[config.mk]
export PLATFORM = sky130hd
export DESIGN_NAME = ibex_csr_bank
export DESIGN_NICKNAME = d
export VERILOG_FILES = /design/src/rtl/ibex_csr_bank.sv
export SDC_FILE = /design/constraint.sdc
export NUM_CORES = 1
export LEC_CHECK = 0
export BUFFER_PORTS_ARGS = -buffer_cell sky130_fd_sc_hd__buf_4
export CORE_UTILIZATION = 54
export DETAILED_ROUTE_END_ITERATION = 16
export PLACE_DENSITY = 0.76
export SKIP_LAST_GASP = 1
export SYNTH_ARGS = -nofsm -noshare
export SYNTH_HDL_FRONTEND = slang
export SYNTH_SLANG_ARGS = --single-unit
[constraint.sdc]
create_clock -name clk_i -period 2.4 [get_ports clk_i]
set_input_delay 0.48 -clock clk_i [delete_from_list [all_inputs] [get_ports clk_i]]
set_output_delay 0.48 -clock clk_i [all_outputs]
set_load 0.05 [all_outputs]
[src/rtl/ibex_csr_bank.sv]
// Bank of NumRegs hardened CSRs with write/set/clear, writable-bit masks, per-register lock,
// optional inverted shadow copies and a sticky integrity alert. Background scrub: IBEX_CSR_BANK_SCRUB_EN.
module ibex_csr_bank #(
    parameter int unsigned                NumRegs    = 4,
    parameter int unsigned                Width      = 32,
    parameter bit                         ShadowCopy = 1'b1,
    parameter logic [NumRegs*Width-1:0]   ResetValue = '0,
    parameter logic [NumRegs*Width-1:0]   WrMask     = '1,
    parameter int unsigned                AddrW      = (NumRegs > 1) ? $clog2(NumRegs) : 1
) (
    input  logic               clk_i,
    input  logic               rst_i,
    input  logic               req_i,
    input  logic [1:0]         op_i,
    input  logic [AddrW-1:0]   addr_i,
    input  logic [Width-1:0]   wdata_i,
    input  logic               lock_i,
    output logic [Width-1:0]   rdata_o,
    output logic               rd_error_o,
    output logic               wr_ignored_o,
    output logic [NumRegs-1:0] locked_o,
    output logic               alert_o,
    output logic [AddrW-1:0]   alert_idx_o,
    input  logic               alert_clr_i
);

    localparam logic [1:0] OpRead  = 2'b00;
    localparam logic [1:0] OpWrite = 2'b01;
    localparam logic [1:0] OpSet   = 2'b10;
    localparam logic [1:0] OpClear = 2'b11;

    logic [NumRegs-1:0][Width-1:0] data_q;
    logic [NumRegs-1:0][Width-1:0] shadow_q;
    logic [NumRegs-1:0]            locked_q;
    logic                          alert_q;
    logic [AddrW-1:0]              alert_idx_q;
    logic                          wr_ignored_q;

    logic [Width-1:0] cur_data;
    logic [Width-1:0] cur_shadow;
    logic [Width-1:0] cur_mask;
    logic             cur_locked;
    logic             addr_valid;
    logic [Width-1:0] op_result;
    logic [Width-1:0] new_val;
    logic             modify;
    logic             do_update;
    logic             acc_err;
    logic             scrub_err;
    logic [AddrW-1:0] scrub_idx;

    // Addressed-register mux; an out-of-range index matches nothing and reads as zero.
    always_comb begin
        cur_data   = '0;
        cur_shadow = '0;
        cur_mask   = '0;
        cur_locked = 1'b0;
        addr_valid = 1'b0;
        for (int unsigned i = 0; i < NumRegs; i++) begin
            if (addr_i == AddrW'(i)) begin
                cur_data   = data_q[i];
                cur_shadow = shadow_q[i];
                cur_mask   = WrMask[i*Width +: Width];
                cur_locked = locked_q[i];
                addr_valid = 1'b1;
            end
        end
    end

    always_comb begin
        op_result = cur_data;
        case (op_i)
            OpWrite: op_result = wdata_i;
            OpSet:   op_result = cur_data | wdata_i;
            OpClear: op_result = cur_data & ~wdata_i;
            default: op_result = cur_data;
        endcase
    end

    assign new_val   = (cur_data & ~cur_mask) | (op_result & cur_mask);
    assign modify    = req_i && (op_i != OpRead);
    assign do_update = modify && addr_valid && !cur_locked;
    assign acc_err   = ShadowCopy && req_i && addr_valid && (cur_data != ~cur_shadow);

`ifdef IBEX_CSR_BANK_SCRUB_EN
    logic [AddrW-1:0] scrub_ptr_q;
    logic [Width-1:0] scrub_data;
    logic [Width-1:0] scrub_shadow;
    logic             scrub_hold;

    always_comb begin
        scrub_data   = '0;
        scrub_shadow = '0;
        for (int unsigned i = 0; i < NumRegs; i++) begin
            if (scrub_ptr_q == AddrW'(i)) begin
                scrub_data   = data_q[i];
                scrub_shadow = shadow_q[i];
            end
        end
    end

    // Hold on a register being modified so its in-flight update is never compared half-done.
    assign scrub_hold = modify && (addr_i == scrub_ptr_q);
    assign scrub_err  = ShadowCopy && (scrub_data != ~scrub_shadow);
    assign scrub_idx  = scrub_ptr_q;

    always_ff @(posedge clk_i) begin
        if (rst_i) begin
            scrub_ptr_q <= '0;
        end else if (!scrub_hold) begin
            scrub_ptr_q <= (scrub_ptr_q == AddrW'(NumRegs - 1)) ? '0 : scrub_ptr_q + AddrW'(1);
        end
    end
`else
    assign scrub_err = 1'b0;
    assign scrub_idx = '0;
`endif

    always_ff @(posedge clk_i) begin
        if (rst_i) begin
            data_q       <= ResetValue;
            locked_q     <= '0;
            alert_q      <= 1'b0;
            alert_idx_q  <= '0;
            wr_ignored_q <= 1'b0;
        end else begin
            wr_ignored_q <= modify && (!addr_valid || cur_locked);
            for (int unsigned i = 0; i < NumRegs; i++) begin
                if (addr_i == AddrW'(i)) begin
                    if (do_update) begin
                        data_q[i] <= new_val;
                    end
                    if (req_i && lock_i) begin
                        locked_q[i] <= 1'b1;
                    end
                end
            end
            // A fresh mismatch wins over a same-cycle clear; the first capture is otherwise kept.
            if ((acc_err || scrub_err) && (!alert_q || alert_clr_i)) begin
                alert_q     <= 1'b1;
                alert_idx_q <= acc_err ? addr_i : scrub_idx;
            end else if (alert_clr_i) begin
                alert_q     <= 1'b0;
                alert_idx_q <= '0;
            end
        end
    end

    if (ShadowCopy) begin : g_shadow
        always_ff @(posedge clk_i) begin
            if (rst_i) begin
                shadow_q <= ~ResetValue;
            end else begin
                for (int unsigned i = 0; i < NumRegs; i++) begin
                    if (do_update && (addr_i == AddrW'(i))) begin
                        shadow_q[i] <= ~new_val;
                    end
                end
            end
        end
    end else begin : g_no_shadow
        assign shadow_q = '0;
    end

    assign rdata_o      = cur_data;
    assign rd_error_o   = acc_err;
    assign wr_ignored_o = wr_ignored_q;
    assign locked_o     = locked_q;
    assign alert_o      = alert_q;
    assign alert_idx_o  = alert_idx_q;

endmodule

# Yosys cells after proc, flatten, opt, wreduce, memory -nomap -nowiden

Index checks and enable logic that the tools add are counted.

Flip-flop bits (word level): 264
Input bits: 41
Output and inout bits: 41
Word-level logic and storage cells: 85

Equal/unequal tests: 7
Multiplexer cells: 26
Bitwise logic cells: 9
Reduce and logical (&&, ||, !) cells: 28

Operators by type and width:

| cell                                                | number |
|---|---|
| 2-to-1 mux 32 bit                                   | 12 |
| NOT 32 bit                                          | 4 |
| AND 32 bit                                          | 3 |
| one-hot mux 32 bit (3 select lines)                 | 1 |
| OR 32 bit                                           | 2 |
| != test 32 bit                                      | 1 |
| AND reduction 2 bit                                 | 8 |
| logical AND 1 bit                                   | 12 |
| 2-to-1 mux 1 bit                                    | 10 |
| equality test 2 bit, second input constant          | 4 |
| 2-to-1 mux 2 bit                                    | 3 |
| equality test 2 x 1 -> 1 bit, second input constant | 2 |
| nonzero test 2 bit                                  | 2 |
| zero test 1 bit                                     | 3 |
| zero test 2 bit                                     | 1 |
| logical OR 1 bit                                    | 2 |

# Longest topological paths before layout

Gate-level depths: netlist (run 1).

Depth in word-level cells: 10
Mapped depth: 10
Gate-level depth less buffers: 7

# Worst setup path before layout (run 1)

Ideal clock, no wire load.

Path type: input to output
Start point: input addr_i[1]
End point: output rd_error_o
Arrival: 2,450 ps
Setup slack: -530 ps
Cell stages on the path: 7
Path buffers: 1
Path through: buf_6 > mux4_1 > xnor2_1 > nor4_1 > nand4_1 > o21ai_2 > inv_2

RTL lines:

| item                            | line | source |
|---|---|---|
| start: declaration              | 15   | `input logic [AddrW-1:0] addr_i,` |
| zero test 2 bit                 | 60   | `if (addr_i == AddrW'(i)) begin` |
| 2-to-1 mux 32 bit (3 in series) | 60   |  |
| 2-to-1 mux 32 bit *             | 60   |  |
| via rdata_o[18]                 | 18   | `output logic [Width-1:0] rdata_o,` |
| != test 32 bit *                | 83   | `assign acc_err = ShadowCopy && req_i && addr_valid && (cur_data != ~cur_shadow);` |
| logical AND 1 bit *             | 83   |  |
| end: declaration                | 19   | `output logic rd_error_o,` |

Mark *: on every way through the listed nets, which the timed path passes. The rest lies on a longest branch.

# Worst setup path in the final report (run 1)

Start point: input addr_i[1]
End point: output rd_error_o

Longest elaborated chain between the ends: 8

Ends and longest elaborated chain:

| item                            | line |
|---|---|
| zero test 2 bit                 | 60 |
| 2-to-1 mux 32 bit (4 in series) | 60 |
| NOT 32 bit                      | 83 |
| != test 32 bit                  | 83 |
| logical AND 1 bit *             | 83 |

Mark *: on every way between the ends. The rest lies on a longest branch, timed or not.

==> metrics.cfg, run 1 <==
[outcome]
status = complete, but fails checks
violations = negative setup slack

[synth]
ys_seq_elements = 264
synthSimpleGateAreaFrac_pct = 10.65
ys_warn_count = 0
synth_top_family_by_area = compound AO/OA/AOI/OAI gates
syn_inst = 1099
async_flop_share_pct = 0
synth_nets = 1140
yosys.area_share.adder_pct = 0
synth.cell_area_um2 = 11070
synth_mux_area_share_pct = 13.46
seq_area_frac_synth_pct = 47.75
avgSynthCellArea_um2 = 10.07
synth_flop_cell = dfxtp_1
synth_edf_count = 0
synth-xor-area-share_pct = 5.064
synthDistinctLibCells = 36
synth-compound-area-share_pct = 18.70

[timing]
slew_headroom_pct = 66.15
whs_ns = 0.2239
setup_viol = 1
fmax_mhz = 320.0
post-route-period-util_pct = 130.2
rsz0062_at_grt = true
layout_min_cycle_time_ns = 3.125
fin_ws_ns = -0.7248
fin_worst_skew_ns = 0.01637
maxSlewViolCount = 0
hold_viol = 0
tightest_slew_ns = 0.5041

[floorplanning]
ios = 82
rows = 52
dieArea_um2 = 21070
die_h_um = 145.2
start_util_pct = 54.88
coreArea_um2 = 20170
die_w_um = 145.2

[grt]
grt_pass1_vias = 9091
grt_overflow = 0
track_usage_pct = 27.65
antenna_found_initial = 0
grt_pass1_wl_um = 46810
grt_max_degree = 75

[drt]
wl_um = 28860
wl_per_cell_um = 18.81
first_pass_iters = 5
first_iter_violations = 590
drc_errors = 0
via_count = 8930
vias_per_cell = 5.821
ant_nets = 0

[clock_network]
clkTransAtPathRegs_ns = 0.06
clock_sinks = 264
cts-htree-levels = 1
clockBufferDepth = 3
tritoncts = built
clock_latency_ns = 0.53
cts-root-buf = clkbuf_16
numCtsBuffers = 27

[critical_path]
rr_worst_depth = 8
r2r_end = alert_idx_o[0]
arrival_ns = 2.64
required_ns = 1.92
endpoint_kind = output port
regToRegSetupSlack_ns = 0.09
critical_path_class = in -> out
cp_max_fo = 10
reg2reg_from = data_q[98]
critPathLaunchType = input pin

[finish]
antennaDiodeCount = 0
final_cells = 1534
finalNetCount = 1285
drive_gt1_share_pct = 25.79
area_growth_pct = 23.53

[min_path]
min_to = locked_o[2]
hold_path_depth = 3
min_from = lock_i
hold_path.class = in -> reg

[job]
cap_viol_max_count = 0

[power_and_ir_drop]
p_leak_nw = 6.052
p_per_area_nw_per_um2 = 776.5
ir_worst_vdd_uv = 518.1

[placed_design]
gp_congestion = 0.8349
hpwl_um = 19070
io_buffers = 81
dp.cells = 1477

-- flip-flops by register name, indices dropped and copies added, names as in the netlist --
register,flops
data_q,128
shadow_q,128
locked_o,4
alert_idx_o,2
alert_o,1
wr_ignored_o,1
-- critical path: stages --
cell and delay, ns:
buf_6 0.14, buf_12 0.15, buf_4 0.14, mux4_2 0.53
xnor2_1 0.19, nor4_1 0.27, nand4_1 0.23, o21ai_2 0.28
inv_4 0.06, buf_6 0.15
-- synthesized netlist by cell type, types with 7 or more instances --
| cell type | number | area share (%) |
|---|---|---|
| buf_2 | 21 | 0.95 |
| a21o_1 | 32 | 2.2 |
| a21oi_1 | 162 | 7.3 |
| clkbuf_1 | 31 | 1.1 |
| nor4_1 | 7 | 0.40 |
| xnor2_1 | 64 | 5.1 |
| dfxtp_1 | 264 | 48 |
| o21a_1 | 128 | 8.7 |
| buf_1 | 15 | 0.51 |
| mux4_2 | 58 | 12 |
| nand2_1 | 257 | 8.7 |
| mux4_1 | 7 | 1.7 |
| buf_6 | 7 | 0.71 |
-- layer usage --
layer / track usage [%] / wire length [um] / vias to the layer above
met2: 46.73 / 14130 / 297
li1: - / - / 4136
met3: 3.931 / 1736 / 62
met5: 0 / 0 / -
met4: 11.00 / 823 / 0
met1: 35.72 / 12170 / 4435
-- how the worst max path moves through the flow --
stage / start / end / slack [ns] / depth (start not counted)
2_1_floorplan: addr_i[1] / rd_error_o / -0.43 / 8
3_3_place_gp: addr_i[1] / rd_error_o / -0.79 / 10
3_5_place_dp: addr_i[1] / rd_error_o / -0.84 / 10
4_1_cts: data_q[117] / rd_error_o / -0.72 / 8
5_1_grt: data_q[6] / rd_error_o / -0.79 / 8
6_report: addr_i[1] / rd_error_o / -0.72 / 10
-- power breakdown --
group / switching (mW) / internal [mW]
logic: 0.872 / 0.731
clock network: 1.72 / 2.58
registers: 0.117 / 4.59
total: 2.71 / 7.91
-- what timing repair did --
action                                  CTS  global route
pin swaps                                 7             4
gates cloned                              0             0
hold buffers                              0             0
endpoints found under the setup margin    2            73
buffers inserted                          7             1
resized for setup                         8             9
-- stage by stage --
stage / setup TNS [ns] / worst slack [ns] / util (%) / total power, mW / instance area (um^2)
detailed placement: -71.99 / -0.8361 / 62.44 / 6.335 / 12590
global placement: -64.60 / -0.7915 / 62.44 / 6.290 / 12590
global route: -0.7887 / -0.7887 / 67.79 / 10.97 / 13670
floorplan: -1.124 / -0.4272 / - / 5.780 / 11060
finish: -0.7248 / -0.7248 / 67.79 / 10.62 / 13670
CTS: -0.7425 / -0.7154 / 67.55 / 10.62 / 13620
-- cell families (layout without fill, tap and decap cells) --
logic type | count (synthesis) | in the layout
compound gates | 329 | 329
simple gates | 291 | 291
flops | 264 | 264
buf+inv | 86 | 251
mux | 65 | 65
xor+xnor | 64 | 64
-- cells in the final DEF, fill, tap and decap left out, types with 20 or more instances in the layout --
cell type,count
mux4_2,65
o21a_1,128
clkbuf_16,27
dfxtp_1,264
a21oi_1,162
buf_12,20
buf_4,174
a21o_1,32
nand2_1,257
xnor2_1,61
-- cell type report --
type | instances | area, um^2
repair buffers | 200 | 1774
clock inverters | 12 | 147.6
well taps | 270 | 337.8
flip-flops and latches | 264 | 5285
fillers | 1544 | 6497
multi-input cells | 749 | 5344
inverters | 2 | 10.01
clock buffers | 37 | 773.2
Note: power is estimated with default switching activity, not from simulation.
==> run 2: changes to the inputs <==
--- a/config.mk
+++ b/config.mk
@@ -5,8 +5,9 @@
 export SDC_FILE = /design/constraint.sdc
 export NUM_CORES = 1
 export LEC_CHECK = 0
+export ABC_AREA = 1
 export BUFFER_PORTS_ARGS = -buffer_cell sky130_fd_sc_hd__buf_4
-export CORE_UTILIZATION = 54
+export CORE_UTILIZATION = 55
 export DETAILED_ROUTE_END_ITERATION = 16
 export PLACE_DENSITY = 0.76
 export SKIP_LAST_GASP = 1
==> metrics.cfg, run 2 <==
[timing]
maxSlewViolCount = 0  ; unchanged
rsz0062_at_grt = true
post-route-period-util_pct = 113.7  ; -17 points
fin_ws_ns = -0.3283  ; +0.3965 ns
fmax_mhz = 366.5  ; +15%
layout_min_cycle_time_ns = 2.728  ; -0.3965 ns
slew_headroom_pct = 62.60  ; -3.6 points
hold_viol = 0  ; unchanged
fin_worst_skew_ns = 0.007728  ; -0.008646 ns
setup_viol = 1  ; unchanged
tightest_slew_ns = 0.5552  ; +0.05112 ns

[drt]
via_count = 12590  ; +41%
vias_per_cell = 5.585  ; -4.1%
drc_errors = 0  ; unchanged
ant_nets = 0  ; unchanged
wl_per_cell_um = 16.74  ; -11%
first_iter_violations = 1212  ; +110%
wl_um = 37730  ; +31%
first_pass_iters = 6  ; +1

[clock_network]
clockBufferDepth = 3  ; unchanged
cts-root-buf = clkbuf_16
tritoncts = built
cts-htree-levels = 1  ; unchanged
clock_sinks = 264  ; unchanged
clock_latency_ns = 0.54  ; about the same
numCtsBuffers = 28  ; +3.7%
clkTransAtPathRegs_ns = 0.06  ; about the same

[power_and_ir_drop]
ir_worst_vdd_uv = 492.3  ; -5.0%
p_total_mw = 10.81  ; +1.9%
combinationalPowerShare_pct = 14.1  ; -1.0 points
p_per_area_nw_per_um2 = 708.3  ; -8.8%
p_sw_mw = 2.865  ; +5.7%
p_int_mw = 7.949  ; +0.56%
pwr-share-clk_pct = 43.2  ; +2.7 points
p_leak_nw = 7.620  ; +26%
pwr-share-seq_pct = 42.7  ; -1.7 points
sw_frac_of_total_pct = 26.49  ; +0.95 points

[grt]
grt_max_degree = 87  ; +16%
grt_pass1_vias = 11550  ; +27%
antenna_found_initial = 1  ; +1
grt_overflow = 0  ; unchanged
track_usage_pct = 32.96  ; +5.3 points
grt_pass1_wl_um = 58380  ; +25%

[floorplanning]
coreArea_um2 = 21760  ; +7.9%
dieArea_um2 = 22720  ; +7.8%
rows = 54  ; +3.8%
die_h_um = 150.7  ; +3.8%
die_w_um = 150.7  ; +3.8%
ios = 82  ; unchanged
start_util_pct = 55.94  ; +1.1 points

[synth]
synth_nets = 1861  ; +63%
synth_flop_cell = dfxtp_1
async_flop_share_pct = 0  ; unchanged
synthDistinctLibCells = 29  ; -19%
yosys-top-cells-count = nand2_1 (685), dfxtp_1 (264), inv_1 (201)
syn_inst = 1820  ; +66%
synth.cell_area_um2 = 12170  ; +9.9%
avgSynthCellArea_um2 = 6.686  ; -34%
ys_warn_count = 0  ; unchanged
ys_seq_elements = 264  ; unchanged
synthDominantCellAreaShare_pct = 43.43  ; -4.3 points
synth_edf_count = 0  ; unchanged
synth_area_leader_cell = dfxtp_1
seq_area_frac_synth_pct = 43.43  ; -4.3 points
synth.most_common_cell = nand2_1
ys_top_cells_by_area = dfxtp_1 (43%), nand2_1 (21%), o21ai_0 (6.6%)

[critical_path]
endpoint_kind = output port
arrival_ns = 2.25  ; -0.39 ns
endpoint = rd_error_o
r2r_end = alert_idx_o[0]
crit_path_start = addr_i[1]
regToRegSetupSlack_ns = 0.20  ; +0.11 ns
required_ns = 1.92  ; about the same
critPathLaunchType = input pin
rr_worst_depth = 17  ; +9
cp_max_fo = 7  ; -3
critical_path_class = in -> out
reg2reg_from = data_q[69]

[placed_design]
gp_congestion = 0.8523  ; +2.1%
dp.cells = 2185  ; +48%
hpwl_um = 23500  ; +23%
io_buffers = 81  ; unchanged
placed_area_um2 = 13860  ; +10%

[outcome]
status = complete, but fails checks
violations = negative setup slack

[finish]
antennaDiodeCount = 0  ; unchanged
finalNetCount = 1993  ; +55%
final_cells = 2254  ; +47%
final_cell_mix = nand2_1 (665), dfxtp_1 (264), inv_1 (199)
final_area_um2 = 15270  ; +12%
area_growth_pct = 25.47
fillers = 1742  ; +13%
drive_gt1_share_pct = 15.60  ; -10 points
final_common_cell = nand2_1

[min_path]
hold_path.class = in -> reg

[job]
cap_viol_max_count = 0  ; unchanged

run 2: changes by cell type after synthesis, moves of 32 or more:
cell,before,now
a21o_1,32,0
a21oi_1,162,121
inv_1,1,201
mux4_2,58,0
nand2_1,257,685
nand3_1,2,109
nor2_1,6,64
o21a_1,128,34
o21ai_0,0,161
xnor2_1,64,0
run 2: what timing repair did:
action | in CTS | in global routing
hold buffers | 0 | 0
cloned | 4 | 0
pin swaps | 26 | 25
setup endpoints to repair | 1 | 1
buffers inserted | 12 | 2
gates resized for setup | 37 | 21
run 2: metal layers:
layer / wire, um / global-route usage [%] / up-vias
li1: - / - / 6054
met1: 15550 / 42.74 / 5754
met2: 17220 / 54.56 / 646
met3: 3335 / 4.000 / 135
met4: 1627 / 15.20 / 0
met5: 0 / 0 / -
run 2: logic make-up (layout without fill, tap and decap cells):
family	after synthesis	in the layout	synth area share, %
AND/OR/NAND/NOR	897	897	29.94
AO/OA/AOI/OAI	346	346	15.89
buffers and inverters	313	467	10.74
flip-flops	264	264	43.43
run 2: critical path: stages:
cell	delay (ns)
buf_12	0.13
nor2_4	0.19
buf_6	0.16
buf_16	0.15
nand2_2	0.06
nand3_2	0.07
nand2_2	0.07
nand2_1	0.06
inv_1	0.04
nor2_1	0.10
nand2_1	0.08
nor2_2	0.14
nand2_2	0.13
nor2_4	0.15
a21oi_4	0.08
buf_8	0.15
run 2: through the flow:
stage                     hold WS (ns)  utilization (%)  setup slack, ns  setup TNS [ns]
after CTS                       0.2365            69.90          -0.2321         -0.2321
final                           0.2582            70.18          -0.3283         -0.3283
after global placement          0.4332            63.70          -0.4464          -35.31
after global routing            0.2667            70.18          -0.3777         -0.3777
after floorplan                 0.4210                -          -0.3660         -0.6314
after detailed placement        0.4376            63.70          -0.4494          -39.19
run 2: cell type report:
cell class / instances / area [um^2] / area share [%]
clock buffers: 40 / 837.1 / 5.482
repair buffers: 210 / 2091 / 13.69
multi-input cells: 1243 / 5757 / 37.70
clock inverters: 12 / 163.9 / 1.074
inverters: 205 / 784.5 / 5.138
flip-flops and latches: 264 / 5285 / 34.61
well taps: 280 / 350.3 / 2.295
run 2: worst min-delay path by stage:
stage                       startpoint             end  slack [ns]  cells past startpoint
after CTS                  alert_clr_i  alert_idx_o[1]        0.24                      4
final                      alert_clr_i  alert_idx_o[0]        0.26                      4
after global routing       alert_clr_i  alert_idx_o[1]        0.27                      4
after detailed placement  shadow_q[83]    shadow_q[83]        0.44                      2
after global placement    shadow_q[87]    shadow_q[87]        0.43                      2
after floorplan           shadow_q[80]    shadow_q[80]        0.42                      2
run 2: power by group through the flow:
stage               combinational [mW]  clock, mW  sequential, mW
floorplan                        0.860          0            4.71
global placement                  1.37          0            4.70
detailed placement                1.40          0            4.71
CTS                               1.48       4.69            4.61
global route                      1.66       4.87            4.63
finish                            1.53       4.67            4.62
==> run 3: changes to the inputs <==
--- a/config.mk
+++ b/config.mk
@@ -6,10 +6,10 @@
 export NUM_CORES = 1
 export LEC_CHECK = 0
 export ABC_AREA = 1
-export BUFFER_PORTS_ARGS = -buffer_cell sky130_fd_sc_hd__buf_4
 export CORE_UTILIZATION = 55
 export DETAILED_ROUTE_END_ITERATION = 16
-export PLACE_DENSITY = 0.76
+export DONT_BUFFER_PORTS = 1
+export PLACE_DENSITY = 0.73
 export SKIP_LAST_GASP = 1
 export SYNTH_ARGS = -nofsm -noshare
 export SYNTH_HDL_FRONTEND = slang
==> metrics.cfg, run 3 (synthesis gave the netlist of run 2 again) <==
[min_path]
hold_path.class = in -> reg
hold_path_depth = 1  ; -3
min_from = rst_i
min_to = data_q[15]

[drt]
first_iter_violations = 937  ; -23%
vias_per_cell = 5.524  ; -1.1%
first_pass_iters = 5  ; -1
ant_nets = 0  ; unchanged
drc_errors = 0  ; unchanged
wl_um = 34570  ; -8.4%
wl_per_cell_um = 16.21  ; -3.1%
via_count = 11780  ; -6.5%

[critical_path]
crit_path_start = shadow_q[15]
r2r_end = data_q[64]
critical_path_class = reg -> out
path_delay_family = simple AND/OR/NAND/NOR gates
cp_slowest_cell = a21oi_4
path_cells = inv_1, nand2_1, nand3_2, nand2_2, inv_1, nand2_1, nand2_1, nand2_1, nor2_1, nand2_2, nor2_4, a21oi_4
cp_max_fo = 2  ; -5
reg2reg_from = data_q[64]
arrival_ns = 2.01  ; -0.24 ns
endpoint_kind = output port
critPathLaunchType = flip-flop
worst_path_most_repeated_cell = nand2_1
required_ns = 1.92  ; about the same
rr_worst_depth = 11  ; -6
critPathMaxStageDelay_ns = 0.39  ; +0.20 ns
cp_num_buf_inv = 2  ; -3
regToRegSetupSlack_ns = 0.39  ; +0.19 ns

[grt]
met3_usage_pct = 4.485  ; +0.48 points
top_usage_layer = met2
track_usage_pct = 30.80  ; -2.2 points
met1_usage_pct = 40.55  ; -2.2 points
grt_pass1_wl_um = 55420  ; -5.1%
grt_max_degree = 106  ; +22%
grtUsageMet2_pct = 51.35  ; -3.2 points
antenna_found_initial = 0  ; -1
grt_pass1_vias = 11200  ; -3.0%
grt_overflow = 0  ; unchanged

[placed_design]
gp_congestion = 0.8357  ; -1.9%
io_buffers = 0  ; -100%
placed_area_um2 = 12940  ; -6.6%
hpwl_um = 20940  ; -11%

[floorplanning]
rows = 54  ; unchanged
ios = 82  ; unchanged
dieArea_um2 = 22720  ; unchanged
coreArea_um2 = 21760  ; unchanged
die_h_um = 150.7  ; unchanged
start_util_pct = 55.94  ; unchanged
die_w_um = 150.7  ; unchanged

[finish]
antennaDiodeCount = 0  ; unchanged
drive_gt1_share_pct = 10.15  ; -5.5 points
finalNetCount = 1873  ; -6.0%
final_common_cell = nand2_1
area_growth_pct = 15.68
final_area_um2 = 14080  ; -7.8%
final_cell_mix = nand2_1 (669), dfxtp_1 (254), inv_1 (198)

[timing]
fmax_mhz = 402.3  ; +9.8%
rsz0062_at_grt = true
maxSlewViolCount = 0  ; unchanged
slew_headroom_pct = 57.41  ; -5.2 points
post-route-period-util_pct = 103.6  ; -10 points
hold_viol = 0  ; unchanged
fin_ws_ns = -0.08591  ; +0.2424 ns
tightest_slew_ns = 0.6321  ; +0.07696 ns
layout_min_cycle_time_ns = 2.486  ; -0.2424 ns
setup_viol = 1  ; unchanged
fin_worst_skew_ns = 0.009016  ; +0.001288 ns
setup_tns_ns = -0.08591  ; +0.2424 ns

[power_and_ir_drop]
p_int_mw = 7.672  ; -3.5%
combinationalPowerShare_pct = 11.7  ; -2.4 points
p_total_mw = 10.33  ; -4.4%
p_sw_mw = 2.661  ; -7.1%
ir_worst_vdd_uv = 541.7  ; +10%
p_leak_nw = 6.848  ; -10%
pwr-share-seq_pct = 44.8  ; +2.1 points
p_per_area_nw_per_um2 = 734.0  ; +3.6%
sw_frac_of_total_pct = 25.76  ; -0.73 points
pwr-share-clk_pct = 43.5  ; +0.3 points

[job]
cap_viol_max_count = 0  ; unchanged

[clock_network]
cts-htree-levels = 1  ; unchanged
clockBufferDepth = 3  ; unchanged
tritoncts = built
clock_latency_ns = 0.54  ; about the same
clock_sinks = 264  ; unchanged
cts-root-buf = clkbuf_16
clkTransAtPathRegs_ns = 0.06  ; about the same
numCtsBuffers = 29  ; +3.6%

[outcome]
violations = negative setup slack
status = complete, but fails checks

## run 3: cell types whose count changed in the layout (fill, tap and decap cells not counted), sizes merged
cell | before | now
buf | 210 | 87
bufinv | 4 | 2
clkbuf | 40 | 44
clkinv | 9 | 6
dlygate4sd3 | 0 | 2
## run 3: per-layer routing
layer / wire length, um / up-vias
met1: 14870 / 5477
met5: 0 / -
met4: 1064 / 0
li1: - / 5814
met3: 2479 / 84
met2: 16160 / 402
## run 3: cell type report
cell class                      count  area (um^2)
Clock buffer                       44        882.1
Clock inverter                      7        85.08
Fill cell                        1957         7679
Inverter                          205        784.5
Multi-Input combinational cell   1243         5700
Sequential cell                   264         5298
Tap cell                          280        350.3
Timing Repair Buffer               89        977.2
## run 3: how the worst max path moves through the flow
stage                       to  cells past startpoint
floorplan           rd_error_o                     13
global placement    rd_error_o                     13
detailed placement  rd_error_o                     13
CTS                 rd_error_o                     11
global route        rd_error_o                     12
finish              rd_error_o                     12
## run 3: repair_timing
action | 4_1_cts | 5_1_grt
gates resized for setup | 18 | 27
hold buffers | 0 | 2
buffers inserted | 6 | 2
endpoints found under the hold margin | 0 | 3
pin swaps | 12 | 22
setup endpoints to repair | 1 | 2
## run 3: per-stage QoR
step	instances	hold slack, ns	utilization, %	worst slack (ns)
final	2132	0.01214	64.71	-0.08591
after global routing	2132	0.008309	64.71	-0.1710
after CTS	2128	0.001357	64.27	-0.06290
after detailed placement	2071	0.4337	59.48	-0.04260
after global placement	2071	0.4321	59.48	-0.04986
after floorplan	1820	0.4210	-	-0.3660
## run 3: power by group through the flow
stage	registers, mW	logic (mW)	clock network (mW)
finish	4.63	1.21	4.49
detailed placement	4.72	1.16	0
global route	4.64	1.35	4.68
CTS	4.62	1.18	4.53
floorplan	4.71	0.860	0
global placement	4.71	1.14	0
